==> src/rtl/clause_db_ctrl_if.sv <==
// Bundle of requester, sweep-stream and storage-array signals around the clause DB controller.
// The controller attaches through the slave modport; requesters/storage model use master.
interface clause_db_ctrl_if #(
  parameter int DB_SIZE = 512,
  parameter int VAR_W   = 9,
  parameter int LITS    = 5
);
  localparam int CW = $clog2(DB_SIZE);

  logic                  clear;
  logic                  load_valid;
  logic                  load_ready;
  logic [LITS-1:0]       load_mask;
  logic [LITS-1:0]       load_pole;
  logic [LITS*VAR_W-1:0] load_vars;
  logic                  overflow;

  logic                  rd_req;
  logic [CW-1:0]         rd_idx;
  logic                  rd_gnt;
  logic                  rd_valid;
  logic [LITS-1:0]       rd_mask;
  logic [LITS-1:0]       rd_pole;
  logic [LITS*VAR_W-1:0] rd_vars;

  logic                  sweep_start;
  logic                  sweep_abort;
  logic                  sweep_busy;
  logic                  sweep_done;
  logic                  out_valid;
  logic                  out_ready;
  logic [CW-1:0]         out_idx;
  logic [LITS-1:0]       out_mask;
  logic [LITS-1:0]       out_pole;
  logic [LITS*VAR_W-1:0] out_vars;

  logic [CW:0]           clause_count;
  logic                  full;

  logic                  db_we;
  logic                  db_re;
  logic [CW-1:0]         db_addr;
  logic [LITS-1:0]       db_mask_wr;
  logic [LITS-1:0]       db_pole_wr;
  logic [LITS*VAR_W-1:0] db_vars_wr;
  logic [LITS-1:0]       db_mask_rd;
  logic [LITS-1:0]       db_pole_rd;
  logic [LITS*VAR_W-1:0] db_vars_rd;

  modport slave (
    input  clear, load_valid, load_mask, load_pole, load_vars,
    input  rd_req, rd_idx, sweep_start, sweep_abort, out_ready,
    input  db_mask_rd, db_pole_rd, db_vars_rd,
    output load_ready, overflow, rd_gnt, rd_valid, rd_mask, rd_pole, rd_vars,
    output sweep_busy, sweep_done, out_valid, out_idx, out_mask, out_pole, out_vars,
    output clause_count, full, db_we, db_re, db_addr, db_mask_wr, db_pole_wr, db_vars_wr
  );

  modport master (
    output clear, load_valid, load_mask, load_pole, load_vars,
    output rd_req, rd_idx, sweep_start, sweep_abort, out_ready,
    output db_mask_rd, db_pole_rd, db_vars_rd,
    input  load_ready, overflow, rd_gnt, rd_valid, rd_mask, rd_pole, rd_vars,
    input  sweep_busy, sweep_done, out_valid, out_idx, out_mask, out_pole, out_vars,
    input  clause_count, full, db_we, db_re, db_addr, db_mask_wr, db_pole_wr, db_vars_wr
  );
endinterface

==> src/rtl/clause_db_ctrl.sv <==
// Clause database controller: arbitrates loader appends, solver random reads and
// BCP full sweeps onto a single-port storage array with one-cycle read latency.
module clause_db_ctrl #(
  parameter int DB_SIZE = 512,
  parameter int VAR_W   = 9,
  parameter int LITS    = 5
) (
  input  logic             clock,
  input  logic             reset,
  clause_db_ctrl_if.slave  bus
);
  localparam int          CW       = $clog2(DB_SIZE);
  localparam logic [CW:0] FULL_CNT = (CW+1)'(DB_SIZE);

  typedef enum logic [2:0] {
    S_IDLE,
    S_RAND_WAIT,
    S_SWEEP_ISSUE,
    S_SWEEP_WAIT,
    S_SWEEP_OUT
  } state_t;

  state_t                state_q, state_d;
  logic [CW:0]           count_q, count_d;
  logic                  overflow_q, overflow_d;
  logic [CW-1:0]         sweep_idx_q, sweep_idx_d;
  logic                  rd_oor_q, rd_oor_d;
  logic                  sweep_done_q, sweep_done_d;
  logic                  out_valid_q, out_valid_d;
  logic [CW-1:0]         out_idx_q, out_idx_d;
  logic [LITS-1:0]       out_mask_q, out_mask_d;
  logic [LITS-1:0]       out_pole_q, out_pole_d;
  logic [LITS*VAR_W-1:0] out_vars_q, out_vars_d;

  logic                  full_w;
  logic                  in_sweep;
  logic                  load_ready_c, rd_gnt_c, db_we_c, db_re_c;
  logic [CW-1:0]         db_addr_c;
  logic [LITS-1:0]       db_mask_wr_c, db_pole_wr_c;
  logic [LITS*VAR_W-1:0] db_vars_wr_c;

  assign full_w   = (count_q == FULL_CNT);
  assign in_sweep = (state_q == S_SWEEP_ISSUE) || (state_q == S_SWEEP_WAIT) ||
                    (state_q == S_SWEEP_OUT);

  always_comb begin
    state_d      = state_q;
    count_d      = count_q;
    overflow_d   = overflow_q;
    sweep_idx_d  = sweep_idx_q;
    rd_oor_d     = rd_oor_q;
    sweep_done_d = 1'b0;
    out_valid_d  = out_valid_q;
    out_idx_d    = out_idx_q;
    out_mask_d   = out_mask_q;
    out_pole_d   = out_pole_q;
    out_vars_d   = out_vars_q;
    load_ready_c = 1'b0;
    rd_gnt_c     = 1'b0;
    db_we_c      = 1'b0;
    db_re_c      = 1'b0;
    db_addr_c    = '0;
    db_mask_wr_c = '0;
    db_pole_wr_c = '0;
    db_vars_wr_c = '0;

    // Strobes are gated by reset so every output reads 0 while reset is held.
    if (!reset) begin
      unique case (state_q)
        S_IDLE: begin
          if (bus.clear) begin
            count_d = '0;
          end else begin
            load_ready_c = !full_w;
            if (bus.load_valid && full_w) begin
              overflow_d = 1'b1;
            end
            if (bus.load_valid && !full_w) begin
              db_we_c      = 1'b1;
              db_addr_c    = count_q[CW-1:0];
              db_mask_wr_c = bus.load_mask;
              db_pole_wr_c = bus.load_pole;
              db_vars_wr_c = bus.load_vars;
              count_d      = count_q + (CW+1)'(1);
            end else if (bus.rd_req) begin
              rd_gnt_c = 1'b1;
              state_d  = S_RAND_WAIT;
              if ({1'b0, bus.rd_idx} < count_q) begin
                db_re_c   = 1'b1;
                db_addr_c = bus.rd_idx;
                rd_oor_d  = 1'b0;
              end else begin
                rd_oor_d  = 1'b1;
              end
            end else if (bus.sweep_start) begin
              if (count_q == '0) begin
                sweep_done_d = 1'b1;
              end else begin
                sweep_idx_d = '0;
                state_d     = S_SWEEP_ISSUE;
              end
            end
          end
        end
        S_RAND_WAIT: state_d = S_IDLE;
        S_SWEEP_ISSUE: begin
          db_re_c   = 1'b1;
          db_addr_c = sweep_idx_q;
          state_d   = S_SWEEP_WAIT;
        end
        S_SWEEP_WAIT: begin
          out_idx_d   = sweep_idx_q;
          out_mask_d  = bus.db_mask_rd;
          out_pole_d  = bus.db_pole_rd;
          out_vars_d  = bus.db_vars_rd;
          out_valid_d = 1'b1;
          state_d     = S_SWEEP_OUT;
        end
        S_SWEEP_OUT: begin
          if (out_valid_q && bus.out_ready) begin
            out_valid_d = 1'b0;
            if ({1'b0, sweep_idx_q} == count_q - (CW+1)'(1)) begin
              sweep_done_d = 1'b1;
              state_d      = S_IDLE;
            end else begin
              sweep_idx_d = sweep_idx_q + CW'(1);
              state_d     = S_SWEEP_ISSUE;
            end
          end
        end
        default: state_d = S_IDLE;
      endcase

      // Abort overrides whatever the sweep states decided, including a handshake.
      if (in_sweep && bus.sweep_abort) begin
        state_d      = S_IDLE;
        out_valid_d  = 1'b0;
        sweep_done_d = 1'b0;
      end
    end
  end

  always_ff @(posedge clock) begin
    if (reset) begin
      state_q      <= S_IDLE;
      count_q      <= '0;
      overflow_q   <= 1'b0;
      sweep_idx_q  <= '0;
      rd_oor_q     <= 1'b0;
      sweep_done_q <= 1'b0;
      out_valid_q  <= 1'b0;
      out_idx_q    <= '0;
      out_mask_q   <= '0;
      out_pole_q   <= '0;
      out_vars_q   <= '0;
    end else begin
      state_q      <= state_d;
      count_q      <= count_d;
      overflow_q   <= overflow_d;
      sweep_idx_q  <= sweep_idx_d;
      rd_oor_q     <= rd_oor_d;
      sweep_done_q <= sweep_done_d;
      out_valid_q  <= out_valid_d;
      out_idx_q    <= out_idx_d;
      out_mask_q   <= out_mask_d;
      out_pole_q   <= out_pole_d;
      out_vars_q   <= out_vars_d;
    end
  end

  assign bus.load_ready   = load_ready_c;
  assign bus.overflow     = overflow_q;
  assign bus.rd_gnt       = rd_gnt_c;
  assign bus.rd_valid     = !reset && (state_q == S_RAND_WAIT);
  // Read data is a pass-through of the array, forced to zero for out-of-range requests.
  assign bus.rd_mask      = (bus.rd_valid && !rd_oor_q) ? bus.db_mask_rd : '0;
  assign bus.rd_pole      = (bus.rd_valid && !rd_oor_q) ? bus.db_pole_rd : '0;
  assign bus.rd_vars      = (bus.rd_valid && !rd_oor_q) ? bus.db_vars_rd : '0;
  assign bus.sweep_busy   = !reset && in_sweep;
  assign bus.sweep_done   = sweep_done_q;
  assign bus.out_valid    = out_valid_q;
  assign bus.out_idx      = out_idx_q;
  assign bus.out_mask     = out_mask_q;
  assign bus.out_pole     = out_pole_q;
  assign bus.out_vars     = out_vars_q;
  assign bus.clause_count = count_q;
  assign bus.full         = full_w;
  assign bus.db_we        = db_we_c;
  assign bus.db_re        = db_re_c;
  assign bus.db_addr      = db_addr_c;
  assign bus.db_mask_wr   = db_mask_wr_c;
  assign bus.db_pole_wr   = db_pole_wr_c;
  assign bus.db_vars_wr   = db_vars_wr_c;
endmodule

==> src/flat_wrapper.sv <==
// flat-port wrapper written by rule: the top's interface ports become plain ports
module clause_db_ctrl_flat 
#(
  parameter int DB_SIZE = 512,
  parameter int VAR_W   = 9,
  parameter int LITS    = 5
)
  (clock, reset, bus_clear, bus_load_valid, bus_load_mask, bus_load_pole, bus_load_vars, bus_rd_req, bus_rd_idx, bus_sweep_start, bus_sweep_abort, bus_out_ready, bus_db_mask_rd, bus_db_pole_rd, bus_db_vars_rd, bus_load_ready, bus_overflow, bus_rd_gnt, bus_rd_valid, bus_rd_mask, bus_rd_pole, bus_rd_vars, bus_sweep_busy, bus_sweep_done, bus_out_valid, bus_out_idx, bus_out_mask, bus_out_pole, bus_out_vars, bus_clause_count, bus_full, bus_db_we, bus_db_re, bus_db_addr, bus_db_mask_wr, bus_db_pole_wr, bus_db_vars_wr);
  clause_db_ctrl_if #(.DB_SIZE(DB_SIZE), .VAR_W(VAR_W), .LITS(LITS)) bus_i ();
  input  logic clock;
  input  logic reset;
  input wire logic [$bits(bus_i.clear)-1:0] bus_clear;
  input wire logic [$bits(bus_i.load_valid)-1:0] bus_load_valid;
  input wire logic [$bits(bus_i.load_mask)-1:0] bus_load_mask;
  input wire logic [$bits(bus_i.load_pole)-1:0] bus_load_pole;
  input wire logic [$bits(bus_i.load_vars)-1:0] bus_load_vars;
  input wire logic [$bits(bus_i.rd_req)-1:0] bus_rd_req;
  input wire logic [$bits(bus_i.rd_idx)-1:0] bus_rd_idx;
  input wire logic [$bits(bus_i.sweep_start)-1:0] bus_sweep_start;
  input wire logic [$bits(bus_i.sweep_abort)-1:0] bus_sweep_abort;
  input wire logic [$bits(bus_i.out_ready)-1:0] bus_out_ready;
  input wire logic [$bits(bus_i.db_mask_rd)-1:0] bus_db_mask_rd;
  input wire logic [$bits(bus_i.db_pole_rd)-1:0] bus_db_pole_rd;
  input wire logic [$bits(bus_i.db_vars_rd)-1:0] bus_db_vars_rd;
  output wire logic [$bits(bus_i.load_ready)-1:0] bus_load_ready;
  output wire logic [$bits(bus_i.overflow)-1:0] bus_overflow;
  output wire logic [$bits(bus_i.rd_gnt)-1:0] bus_rd_gnt;
  output wire logic [$bits(bus_i.rd_valid)-1:0] bus_rd_valid;
  output wire logic [$bits(bus_i.rd_mask)-1:0] bus_rd_mask;
  output wire logic [$bits(bus_i.rd_pole)-1:0] bus_rd_pole;
  output wire logic [$bits(bus_i.rd_vars)-1:0] bus_rd_vars;
  output wire logic [$bits(bus_i.sweep_busy)-1:0] bus_sweep_busy;
  output wire logic [$bits(bus_i.sweep_done)-1:0] bus_sweep_done;
  output wire logic [$bits(bus_i.out_valid)-1:0] bus_out_valid;
  output wire logic [$bits(bus_i.out_idx)-1:0] bus_out_idx;
  output wire logic [$bits(bus_i.out_mask)-1:0] bus_out_mask;
  output wire logic [$bits(bus_i.out_pole)-1:0] bus_out_pole;
  output wire logic [$bits(bus_i.out_vars)-1:0] bus_out_vars;
  output wire logic [$bits(bus_i.clause_count)-1:0] bus_clause_count;
  output wire logic [$bits(bus_i.full)-1:0] bus_full;
  output wire logic [$bits(bus_i.db_we)-1:0] bus_db_we;
  output wire logic [$bits(bus_i.db_re)-1:0] bus_db_re;
  output wire logic [$bits(bus_i.db_addr)-1:0] bus_db_addr;
  output wire logic [$bits(bus_i.db_mask_wr)-1:0] bus_db_mask_wr;
  output wire logic [$bits(bus_i.db_pole_wr)-1:0] bus_db_pole_wr;
  output wire logic [$bits(bus_i.db_vars_wr)-1:0] bus_db_vars_wr;
  assign bus_i.clear = bus_clear;
  assign bus_i.load_valid = bus_load_valid;
  assign bus_i.load_mask = bus_load_mask;
  assign bus_i.load_pole = bus_load_pole;
  assign bus_i.load_vars = bus_load_vars;
  assign bus_i.rd_req = bus_rd_req;
  assign bus_i.rd_idx = bus_rd_idx;
  assign bus_i.sweep_start = bus_sweep_start;
  assign bus_i.sweep_abort = bus_sweep_abort;
  assign bus_i.out_ready = bus_out_ready;
  assign bus_i.db_mask_rd = bus_db_mask_rd;
  assign bus_i.db_pole_rd = bus_db_pole_rd;
  assign bus_i.db_vars_rd = bus_db_vars_rd;
  assign bus_load_ready = bus_i.load_ready;
  assign bus_overflow = bus_i.overflow;
  assign bus_rd_gnt = bus_i.rd_gnt;
  assign bus_rd_valid = bus_i.rd_valid;
  assign bus_rd_mask = bus_i.rd_mask;
  assign bus_rd_pole = bus_i.rd_pole;
  assign bus_rd_vars = bus_i.rd_vars;
  assign bus_sweep_busy = bus_i.sweep_busy;
  assign bus_sweep_done = bus_i.sweep_done;
  assign bus_out_valid = bus_i.out_valid;
  assign bus_out_idx = bus_i.out_idx;
  assign bus_out_mask = bus_i.out_mask;
  assign bus_out_pole = bus_i.out_pole;
  assign bus_out_vars = bus_i.out_vars;
  assign bus_clause_count = bus_i.clause_count;
  assign bus_full = bus_i.full;
  assign bus_db_we = bus_i.db_we;
  assign bus_db_re = bus_i.db_re;
  assign bus_db_addr = bus_i.db_addr;
  assign bus_db_mask_wr = bus_i.db_mask_wr;
  assign bus_db_pole_wr = bus_i.db_pole_wr;
  assign bus_db_vars_wr = bus_i.db_vars_wr;
  clause_db_ctrl #(.DB_SIZE(DB_SIZE), .VAR_W(VAR_W), .LITS(LITS)) u_core (.clock(clock), .reset(reset), .bus(bus_i));
endmodule
==> config.mk <==
export PLATFORM = sky130hd
export DESIGN_NAME = clause_db_ctrl_flat
export DESIGN_NICKNAME = d
export VERILOG_FILES = /design/src/rtl/clause_db_ctrl_if.sv /design/src/rtl/clause_db_ctrl.sv /design/src/flat_wrapper.sv
export SDC_FILE = /design/constraint.sdc
export NUM_CORES = 1
export LEC_CHECK = 0
export CAP_MARGIN = 20
export CORE_AREA = 2 2 128 130
export DETAILED_ROUTE_END_ITERATION = 7
export DIE_AREA = 0 0 130 132
export GPL_ROUTABILITY_DRIVEN = 0
export GPL_TIMING_DRIVEN = 0
export PLACE_DENSITY = 0.78
export SLEW_MARGIN = 15
export SYNTH_ARGS = -nofsm -noshare
export SYNTH_HDL_FRONTEND = slang
export SYNTH_SLANG_ARGS = --single-unit
==> constraint.sdc <==
create_clock -name clock -period 3.4 [get_ports clock]
set_input_delay 0.68 -clock clock [delete_from_list [all_inputs] [get_ports clock]]
set_output_delay 0.68 -clock clock [all_outputs]
set_load 0.05 [all_outputs]
==> metrics.txt, run 1 <==
CP required=~2.7 ns; Post-Syn Instances=693; CP endpoint kind=primary output; via count=around 6k; flop-to-flop setup slack=roughly 0.37 ns; Mean Syn Cell Area=between 7 and 8 um2; core utilization of the finished layout=between 50% and 60%; Fin Hold WS=0.453 ns; dpl hpwl=between 15000 and 20000 um; Critical Path Source Type=input pin; WS Path Type=in2out; Synth cell types=54; Synth top area share=35.4%; synth cell count leaders=148 x nand2_1, 110 x and2_1, 90 x dfxtp_1, 86 x a21oi_1, 50 x clkbuf_1; grt met3 use=~8.1%; total wire length=between 20000 and 25000 um; GRT overflow=0; # diodes=0; Max-cap violations=0; register bit count reported by yosys=90; RSZ-0062 raised after global routing=yes; GRT met2 Usage=41.0%; First-pass DRT Iterations=5; FF-to-FF End=u_core.bus.sweep_done; Worst R2R Path Depth=8; WHS Path Cells=2; # setup viols final=0; top cell type by total area after synthesis=dfxtp_1; Starting Density=between 30% and 40%; # IOs=330; Die X=~130 um; initial DRC count=roughly 350; Crit Path Max Fanout=5; die area=17200 um2; Final ANT Viol Nets=0; fin area=~9200 um2; syn_nets=831; Worst EP arrival=2.64 ns; met1 GRT Util=between 20% and 30%; average wire per standard cell=~16 um; total global-route track usage=23.5%; Max Fclk=~300 MHz; Top FF cell, synth=dfxtp_1; vias in the first global route=about 6k; top-count cell post-synth=nand2_1; clock root buffer=clkbuf_16; clk sinks=90; register area share after synthesis=between 30% and 40%; IO buf count=approximately 330; Slew HR=approximately two fifths; drt drc=0; placed instance area=8980 um2; layout cells sized above 1=a little under a quarter; dpl ws=-1.16 ns; DR vias/cell=~4.9; initial antenna violation count=0; Pins Over Slew Limit=0; core area=between 15000 and 20000 um2; Area growth syn-to-layout=81.1%; period utilization=between 90% and 100%; Clock Skews=~0.010 ns; Power Density=286 nW/um2; TritonCTS buffer count=9; chip height=about 130 um; launch point of the worst reg-to-reg path=u_core.bus.clause_count[3]; minimum clock period=3.32 ns; first-pass GRT wire length=between 30000 and 40000 um; worst slew pin tran=just over 0.9 ns; final hold violations=0; Reg clk slew, reported paths=roughly 0.06 ns; FP Rows=46; fin nets=1180; Async SR Flop Fraction=0%; leakage=about 3.6 nW; Hold EP=u_core.bus.out_vars[19]; Synth area leaders=dfxtp_1 35%, and2_1 14%, nand2_1 11%, a21oi_1 8.5%, clkbuf_1 3.7%; post-route setup slack=0.0786 ns; largest net degree at the start of global routing=15; hold path startpoint=u_core.bus.out_vars[19]; fillers=1475; Skew-Pair Late Insertion Delay=0.35 ns; status=finished, final reports clean; H-tree levels=3; Yosys warning count=0; Top Usage Layer GRT=met2; worst vdd ir=about 330 uV; Syn Std Cell Area=5080 um2; CTS tree=built; CTS max path bufs=2; EDFF count, synth=0; Hold Path Class=reg2reg; hold_buf cts=0
-- how the worst max path moves through the flow --
stage,cells past startpoint,startpoint,end
detailed placement,8,bus_clear,bus_db_addr[7]
global placement,5,reset,bus_rd_vars[24]
floorplan,9,u_core.bus.clause_count[3],bus_db_re
finish,7,bus_clear,bus_db_re
global route,8,u_core.bus.clause_count[6],bus_db_re
CTS,6,bus_clear,bus_db_pole_wr[4]
-- registers in the layout (all words and copies together) (netlist names) --
signal                   flops
u_core.rd_oor_q              1
u_core.bus.out_vars         45
u_core.bus.out_idx           9
u_core.bus.overflow          1
u_core.bus.out_mask          5
u_core.bus.sweep_done        1
u_core.bus.out_pole          5
u_core.bus.out_valid         1
u_core.bus.clause_count     10
u_core.state_q               3
u_core.sweep_idx_q           9
-- placed cells by master, fill, tap and decap left out, types with 4 or more instances in the layout --
master           synthesis  routed
clkdlybuf4s50_1          0     206
nand2_1                148     148
a21oi_1                 86      84
dfxtp_1                 90      82
and2_1                 110      61
clkbuf_4                 0      44
clkbuf_2                 0      42
and2_4                   0      41
clkbuf_1                50      34
nor2_1                  26      25
dlygate4sd2_1            0      14
nand3_1                 14      13
inv_1                   16      13
buf_4                    0      13
xnor2_1                 12      12
o21ai_0                 12      11
buf_6                    2      11
ha_1                    11      10
dlymetal6s2s_1           0      10
nor3_1                  12       9
o22ai_4                  0       9
clkbuf_16                0       9
buf_2                    0       9
or3_1                    8       8
and2_2                   0       8
dfxtp_2                  0       7
a22oi_1                 10       6
a211oi_1                 6       6
a31oi_1                  5       5
clkdlybuf4s15_2          0       5
and3_1                   4       4
nand4_1                  4       4
a22oi_2                  0       4
nor4_1                   6       4
-- per-layer routing --
layer | up-vias | part of all wire (%)
li1 | 3047 | -
met1 | 2775 | 37
met2 | 289 | 49
met3 | 42 | 11
met4 | 0 | 3.2
met5 | - | 0
-- where the power goes --
part / total (mW) / internal [mW] / switching [mW]
clock: 0.970 / 0.538 / 0.432
sequential: 1.07 / 1.06 / 0.00641
combinational: 0.593 / 0.260 / 0.334
-- kinds of logic after synthesis --
family                   count (synthesis)  share of synthesized area [%]
AND/OR/NAND/NOR                        351                           34.6
flip-flops                              90                           35.4
buffers and inverters                   70                           5.46
XOR/XNOR                                13                           2.24
AO/OA/AOI/OAI                          155                           19.0
adder cells (fa/ha/maj)                 11                           2.71
multiplexers                             3                          0.591
-- worst max-delay path, stage by stage --
cell	delay, ns
clkdlybuf4s50_1	0.49
nor4_2	0.53
nand3_4	0.14
a21oi_4	0.22
o31ai_4	0.19
a21oi_4	0.19
buf_6	0.18
-- repair_timing --
item                                    in CTS  in global routing
pin swaps                                    6                  3
cloned                                       1                  0
endpoints found under the setup margin     125                107
gates resized for setup                    405                136
buffers inserted                             8                  4
-- layout make-up --
type                       instances  area [um2]  share of cell area [%]
tap                              216         270                    2.94
multi-input combinational        534        3420                    37.1
clock buffer                      13         260                    2.83
clock inverter                     3        23.8                   0.258
buffer                            48         221                    2.41
sequential                        90        1810                    19.7
timing repair buffer             342        3130                    34.0
inverter                          17        67.6                   0.734
-- metrics by stage --
| stage | cells | total power [mW] | setup TNS [ns] |
|---|---|---|---|
| final | 1263 | 2.63 | 0 |
| after global routing | 1263 | 2.73 | -0.0405 |
| after CTS | 1261 | 2.64 | 0 |
| after detailed placement | 1239 | 1.68 | -60.26 |
| after global placement | 1237 | 1.67 | -124.31 |
| after floorplan | 693 | 1.39 | -2.57 |
No activity file was read; power rests on OpenSTA's default activity.
==> run 2: changes to the inputs <==
GPL_TIMING_DRIVEN = 1   (was 0)
==> run 2 against run 1 <==
Against the previous run: combinational power is 16% higher; register-to-register slack better by 0.09 ns; clock-buffer cell count is 1 lower.
==> metrics.txt, run 2 (same netlist as run 1, synthesis figures left out) <==
minimum clock period=approximately 3.3 ns; largest net degree at the start of global routing=65; dpl hpwl=16000 um; worst slew pin tran=a little over 0.8 ns; Max Fclk=just over 300 MHz; RSZ-0062 raised after global routing=no; clk sinks=90; commonest cells after routing, fill and taps aside=205 x clkdlybuf4s50_1, 148 x nand2_1, 125 x buf_12; Area growth syn-to-layout=107%; CP required=2.72 ns; critical path launch point=bus_rd_idx[1]; WP buf/inv=3; via count=between 6k and 7k; WS Path Type=in2out; Critical Path Source Type=input pin; die area=approximately 17000 um2; CP Cell Sequence=clkdlybuf4s50_1, ha_1, a21o_1, a21o_1, a21oi_2, o21a_1, o31ai_4, buf_12, o22ai_4, buf_12; CP max-delay cell=clkdlybuf4s50_1; Placed Instances=1208; First-pass DRT Iterations=5; Fin Hold WS=~0.45 ns; period utilization=a little over nine tenths; hold path startpoint=u_core.bus.out_vars[30]; total wire length=20600 um; DR vias/cell=4.98; initial antenna violation count=1; final hold violations=0; Worst EP arrival=around 2.6 ns; Post-Layout Cell Count=1227; Crit Path Max Fanout=8; Pins Over Slew Limit=0; vias in the first global route=between 6k and 7k; most common cell after layout, fill and taps aside=clkdlybuf4s50_1; Hold Path Class=reg2reg; CTS max path bufs=2; fin nets=between 1k and 1.5k; Starting Density=between 30% and 40%; Slew HR=45.8%; Final ANT Viol Nets=0; number of flip-flops in the largest register=45; CTS tree=built; H-tree levels=3; layout cells sized above 1=between 20% and 30%; GRT overflow=0; crit-path leading delay family=compound AO/OA/AOI/OAI gates; total global-route track usage=23.5%; max incr delay on CP=0.43 ns; FP Rows=46; CP endpoint kind=primary output; Die X=130 um; Reg clk slew, reported paths=~0.060 ns; hold_buf cts=0; TritonCTS buffer count=9; IO buf count=roughly 330; Max-cap violations=0; worst vdd ir=roughly 290 uV; chip height=about 130 um; first-pass GRT wire length=31900 um; average wire per standard cell=around 17 um; leakage=approximately 3.8 nW; Clock Skews=around 0.0060 ns; drt drc=0; # IOs=330; launch point of the worst reg-to-reg path=u_core.bus.clause_count[1]; # setup viols final=0; Skew-Pair Late Insertion Delay=0.34 ns; status=finished, final reports clean; initial DRC count=279; fin area=around 11000 um2; Power Density=around 260 nW/um2; core area=~16000 um2; clock root buffer=clkbuf_16; placed instance area=between 10000 and 15000 um2; fillers=~1.2k
-- run 2: changes by cell type in the layout (fill, tap and decap cells not counted), sizes merged --
cell and delta:
clkbuf -119, buf +114, dlygate4sd2 -14, dlymetal6s2s -10, clkdlybuf4s15 -6, bufinv +1, clkdlybuf4s18 -1, clkdlybuf4s50 -1
clkinv +1, clkinvlp -1, diode +1, o31ai -1
-- run 2: report_power, final --
part | switching (mW) | internal [mW]
clock | 0.425 | 0.609
sequential | 0.00716 | 1.06
combinational | 0.337 | 0.348
-- run 2: cell type report --
| cell class | count | area, um2 | area share [%] |
|---|---|---|---|
| Multi-Input combinational cell | 533 | 3330 | 31.7 |
| Clock buffer | 12 | 256 | 2.44 |
| Timing Repair Buffer | 354 | 4740 | 45.0 |
| Antenna cell | 1 | 2.50 | 0.0238 |
| Sequential cell | 90 | 1810 | 17.2 |
| Inverter | 17 | 63.8 | 0.607 |
| Clock inverter | 4 | 50.0 | 0.476 |
| Tap cell | 216 | 270 | 2.57 |
-- run 2: worst paths after layout --
check	to	slack [ns]	depth (start not counted)
max reg2reg	u_core.bus.sweep_done	0.46	10
min reg2reg	u_core.bus.out_vars[30]	0.45	2
min	u_core.bus.out_vars[30]	0.45	2
max	bus_db_addr[5]	0.09	10
-- run 2: stage by stage --
stage | setup WS, ns | setup TNS (ns) | util (%) | total power, mW
after floorplan | -0.250 | -2.57 | - | 1.39
after global placement | -0.392 | -3.60 | 64.7 | 1.76
after detailed placement | -0.415 | -3.86 | 64.7 | 1.77
after CTS | 0.0158 | 0 | 66.9 | 2.81
after global routing | 0.0120 | 0 | 66.9 | 2.87
final | 0.0929 | 0 | 66.9 | 2.79
-- run 2: metal layers --
| layer | global-route usage, % | wire, um | up-vias |
|---|---|---|---|
| met4 | 7.53 | 474 | 0 |
| met5 | 0 | 0 | - |
| met2 | 42.2 | 10500 | 306 |
| met1 | 25.0 | 7380 | 2809 |
| met3 | 8.77 | 2310 | 36 |
| li1 | - | - | 2965 |
-- run 2: timing repair --
item / 4_1_cts / 5_1_grt
pin swaps: 1 / 3
setup endpoints to repair: 10 / 9
gates resized for setup: 0 / 3
gates cloned: 0 / 0
buffers inserted: 2 / 0
-- run 2: worst register-to-register path, stage by stage (launching register included) --
cell	delay, ns
dfxtp_1	0.31
inv_1	0.14
ha_1	0.29
inv_1	0.12
buf_4	0.17
or3_1	0.38
a2111oi_2	0.46
and4b_1	0.27
nand2_2	0.10
nand2b_4	0.18
a2111oi_4	0.39
==> run 3: changes to the inputs <==
SLEW_MARGIN = default   (was 15)
==> results of run 3 <==
Final layout, timing and power as in run 2 (identical DEF).
